### config.mk
export PLATFORM = sky130hd
export DESIGN_NAME = imem_boot_loader
export DESIGN_NICKNAME = d
export VERILOG_FILES = /design/src/rtl/processor_pkg.sv /design/src/rtl/imem_boot_loader.sv
export SDC_FILE = /design/constraint.sdc
export NUM_CORES = 1
export LEC_CHECK = 0
export ABC_AREA = 1
export CAP_MARGIN = 25
export CORE_ASPECT_RATIO = 1.4
export CORE_MARGIN = 2
export CORE_UTILIZATION = 48
export DETAILED_ROUTE_END_ITERATION = 6
export PLACE_DENSITY = 0.81
export SETUP_SLACK_MARGIN = 0.2
export SKIP_LAST_GASP = 1
export SLEW_MARGIN = 20
export SYNTH_ARGS = -nofsm -noshare
export SYNTH_HDL_FRONTEND = slang
export SYNTH_SLANG_ARGS = --single-unit
### constraint.sdc
create_clock -name clk -period 1.9 [get_ports clk]
set_input_delay 0.19 -clock clk [delete_from_list [all_inputs] [get_ports clk]]
set_output_delay 0.19 -clock clk [all_outputs]
set_load 0.005 [all_outputs]
### src/rtl/processor_pkg.sv
// Definitions shared between the boot loader and the single-cycle core:
// loader state encoding and the instruction memory size.
package processor_pkg;

  localparam int IMEM_DEPTH = 32;

  typedef enum logic [2:0] {
    IDLE = 3'd0,
    LEN  = 3'd1,
    DATA = 3'd2,
    CSUM = 3'd3,
    DONE = 3'd4,
    ERR  = 3'd5
  } state_t;

endpackage

### src/rtl/imem_boot_loader.sv
// Receives a length/payload/checksum frame, writes the payload bytes into the
// instruction memory in order and holds the core until the image is verified.
module imem_boot_loader
  import processor_pkg::*;
#(
  parameter int DEPTH  = IMEM_DEPTH,
  parameter int ADDR_W = $clog2(DEPTH)
) (
  input  logic              clk,
  input  logic              rst_n,
  input  logic              start,
  input  logic [7:0]        rx_data,
  input  logic              rx_valid,
  output logic              rx_ready,
  output logic              mem_we,
  output logic [ADDR_W-1:0] mem_addr,
  output logic [7:0]        mem_wdata,
  output logic              cpu_hold,
  output logic              done,
  output logic              error,
  output logic [ADDR_W:0]   byte_count
);

  localparam logic [ADDR_W:0] CNT_ONE = {{ADDR_W{1'b0}}, 1'b1};

  state_t     state;
  state_t     state_nxt;
  logic [7:0] len;
  logic [7:0] sum;
  logic [7:0] sum_add;
  logic       xfer;
  logic       last_byte;
  logic       start_ok;

  // Length must be non-zero, fit in memory and cover whole 32-bit words.
  function automatic logic len_ok(input logic [7:0] l);
    return (l != 8'd0) && ({1'b0, l} <= 9'(DEPTH)) && (l[1:0] == 2'b00);
  endfunction

  assign rx_ready  = (state == LEN) || (state == DATA) || (state == CSUM);
  assign xfer      = rx_valid && rx_ready;
  assign start_ok  = start && ((state == IDLE) || (state == DONE) || (state == ERR));
  assign sum_add   = sum + rx_data;
  assign last_byte = ((9'(byte_count) + 9'd1) == {1'b0, len});

  assign done     = (state == DONE);
  assign error    = (state == ERR);
  assign cpu_hold = (state != DONE);

  always_ff @(posedge clk or negedge rst_n) begin
    if (!rst_n) begin
      state <= IDLE;
    end else begin
      state <= state_nxt;
    end
  end

  always_comb begin
    state_nxt = state;
    case (state)
      IDLE, DONE, ERR: if (start_ok) state_nxt = LEN;
      LEN:             if (xfer) state_nxt = len_ok(rx_data) ? DATA : ERR;
      DATA:            if (xfer && last_byte) state_nxt = CSUM;
      CSUM:            if (xfer) state_nxt = (sum_add == 8'd0) ? DONE : ERR;
      default:         state_nxt = IDLE;
    endcase
  end

  // Write stage: a DATA transfer becomes a memory write in the next cycle.
  always_ff @(posedge clk or negedge rst_n) begin
    if (!rst_n) begin
      mem_we     <= 1'b0;
      mem_addr   <= '0;
      mem_wdata  <= 8'd0;
      byte_count <= '0;
      len        <= 8'd0;
      sum        <= 8'd0;
    end else begin
      mem_we <= 1'b0;
      if (start_ok) begin
        byte_count <= '0;
        sum        <= 8'd0;
      end
      if ((state == LEN) && xfer) begin
        len <= rx_data;
        sum <= rx_data;
      end
      if ((state == DATA) && xfer) begin
        mem_we     <= 1'b1;
        mem_addr   <= byte_count[ADDR_W-1:0];
        mem_wdata  <= rx_data;
        byte_count <= byte_count + CNT_ONE;
        sum        <= sum_add;
      end
    end
  end

endmodule

==> qor.yml <==
ys.flop_type: "dfrtp_1"
cp_cell_sequence: "clkdlybuf4s50_1 -> ha_2 -> fa_2 -> inv_1 -> nand2_1 -> nor2_1 -> nand3_1 -> nor2_1 -> nand2_1 -> nand2_1 -> nand2_1 -> nand2_1 -> nand2_1"
skew_ns: 0.008056
critPathRequiredTime_ns: 2.08
crit_path_max_fanout: 2
die_h_um: 85.18
syn_area_um2: 2260
r2r.worst_path.cells: 14
r2r-end: "state[0]$_DFFE_PN0P_"
synth_top_family_by_area: "simple AND/OR/NAND/NOR gates"
tritoncts: "built"
clkLatencyLatePin_ns: 0.29
nets: 382
drt-wirelength-per-cell_um: 13.22
synthArstFlopShare_pct: 100.0
drtPass1Iterations: 4
cts_buffers: 5
top_usage_layer: "met2"
end_kind: "flip-flop"
hold_viol_final: 0
powerDensity_nw_per_um2: 1374
die_area_um2: 5280
setup_viol: 0
crit_buf_inv: 2
num_io_pins: 36
max_freq_mhz: 544.8
tightest_slew_ns: 0.3669
timing.rr.start: "sum[0]$_DFFE_PN0P_"
core.rowCount: 29
synth-xor-area-share_pct: 3.433
crit_top_cell: "nand2_1"
syn-instance-count: 293
stdcell_count: 424
htreeDepth: 2
slew_headroom_pct: 75.52
grt_pass1_vias: 2082
cts_root_buf: "clkbuf_8"
start_util_pct: 49.82
core_area_um2: 4536
via_per_inst: 5.028
grt_max_degree: 30
min_period_over_period_pct: 96.61
placedCellCount: 408
synth_common_cells: "97 x nand2_1, 39 x dfrtp_1, 39 x inv_1"
layout-drive-gt1-share_pct: 20.99
grt_pass1_wl_mm: 9.163
avgSynthCellArea_um2: 7.712
wl_mm: 5.606
timing_worst_setup_path_type: "input port to flip-flop"
syn_nets: 314
place_congestion: 0.8927
total_power_w: 0.004230
cp_slowest_cell: "clkdlybuf4s50_1"
use_met2_pct: 39.58
clk_pin_slew_worst_paths_ns: 0.08
synth_area_leaders: "dfrtp_1 43%, nand2_1 16%, inv_1 6.5%"
arrival_ns: 2.02
dp_hpwl_mm: 4.190
grt-ovfl-total: 0
yosysMostFrequentCell: "nand2_1"
peakVddDrop_mv: 0.7810
postRouteAntennaNets: 0
synth_edf_count: 0
drtIter0Drc: 108
max-cap-violations: 0
cpLargestDelayFamily: "adder cells"
synth_compound_area_share_pct: 10.19
rrSetupSlack_ns: 0.08
synthSimpleGateAreaFrac_pct: 29.01
synthMuxAreaShare_pct: 0
ys_seq_elements: 39
clkSinkCount: 39
drc_errors: 0
slew_viol_final: 0
met1_usage_pct: 29.06
register_area_um2: 977.2
crit_cells: 13
netlist-cell-type-count: 30
multi_input_area_um2: 1152
vias: 2132
cp-endpoint: "state[0]$_DFFE_PN0P_"
hp-class: "input port to asynchronous set/reset pin"
numPortBuffers: 35
slowest_delay_ns: 0.49
yosysTopAreaCell: "dfrtp_1"
status: "finished clean"
cts_buffer_depth: 2
antenna_found_initial: 0
yosys.area.top_type_share_pct: 43.19
rsz0062_at_grt: "yes"
period_minus_slack_ns: 1.836
fin_setup_tns_ns: 0
synthAdderAreaFrac_pct: 5.316
p_leak_nw: 1.552
grt_util_all_layers_pct: 23.09
crit_start: "rx_data[0]"
crit_path_start_kind: "input port"
syn_to_final_growth_pct: 36.27
ys_warn_count: 0
synth-seq-area-share_pct: 43.19
use_met3_pct: 3.659
diodes: 0
fillCellCount: 341
die_x_um: 61.99
-- per-layer routing --
metal,vias up,wire (µm)
li1,1060,-
met1,1012,2261
met2,52,3072
met3,8,187
met4,0,84
met5,-,0
-- final cells by class --
class	instances	area share, %
multi-input combinational	206	37.42
sequential	39	31.74
timing repair buffer	66	19.26
inverter	43	5.242
clock buffer	6	2.682
tap	62	2.519
clock inverter	2	1.138
-- worst min-delay path by stage --
stage,from,end,depth (start not counted)
after floorplan,rst_n,byte_count[0]$_DFFE_PN0P_,0
after global placement,rst_n,mem_wdata[6]$_DFFE_PN0P_,1
after detailed placement,rst_n,mem_wdata[0]$_DFFE_PN0P_,1
after CTS,rst_n,mem_wdata[5]$_DFFE_PN0P_,2
after global routing,rst_n,mem_wdata[5]$_DFFE_PN0P_,2
final,rst_n,mem_addr[0]$_DFFE_PN0P_,2
-- cell usage in the layout (no fill, tap or decap), types with 5 or more instances in the layout --
cell | synthesis | final
inv_1 | 39 | 39
o21ai_0 | 19 | 18
clkbuf_8 | 0 | 6
buf_4 | 1 | 29
xor2_1 | 7 | 7
clkdlybuf4s50_1 | 0 | 31
dfrtp_1 | 39 | 38
nor2_2 | 4 | 6
ha_1 | 8 | 5
nand2_2 | 3 | 7
nand2_1 | 97 | 93
nor2_1 | 20 | 17
nand3_1 | 20 | 18
-- power breakdown --
part / internal, W / leakage [nW] / total [W] / switching (W)
clock network: 0.000425 / 0.0612 / 0.000720 / 0.000295
logic: 0.00104 / 0.990 / 0.00215 / 0.00111
registers: 0.00115 / 0.501 / 0.00136 / 0.000204
total: 0.00262 / 1.55 / 0.00423 / 0.00161
-- registers in the layout, summed over array words and instances, names as in the netlist --
name / count
mem_wdata: 8
mem_we: 1
byte_count: 6
mem_addr: 5
state: 3
sum: 8
len: 8
-- what timing repair did --
action,4_1_cts,5_1_grt
endpoints found under the setup margin,5,9
pin swaps,1,7
hold buffers,1,0
endpoints found under the hold margin,14,0
buffers inserted,4,3
gates cloned,0,0
resized for setup,4,16
-- stage by stage --
stage / setup WS, ns / hold slack [ns] / util, % / cell area [µm²]
after floorplan: 0.2152 / -0.1056 / - / 2265
after global placement: -0.1683 / 0.1126 / 62.21 / 2821
after detailed placement: -0.2056 / 0.1161 / 62.21 / 2821
after CTS: 0.07417 / 0.3285 / 65.77 / 2983
after global routing: -0.08821 / 0.3841 / 67.89 / 3079
final: 0.06445 / 0.3341 / 67.89 / 3079
-- logic make-up after synthesis --
kind of cell | Yosys count
AND/OR/NAND/NOR | 153
AO/OA/AOI/OAI | 36
XOR/XNOR | 8
flip-flops | 39
buffers and inverters | 48
adder cells (fa/ha/maj) | 9
No activity file was read; power rests on OpenSTA's default activity.
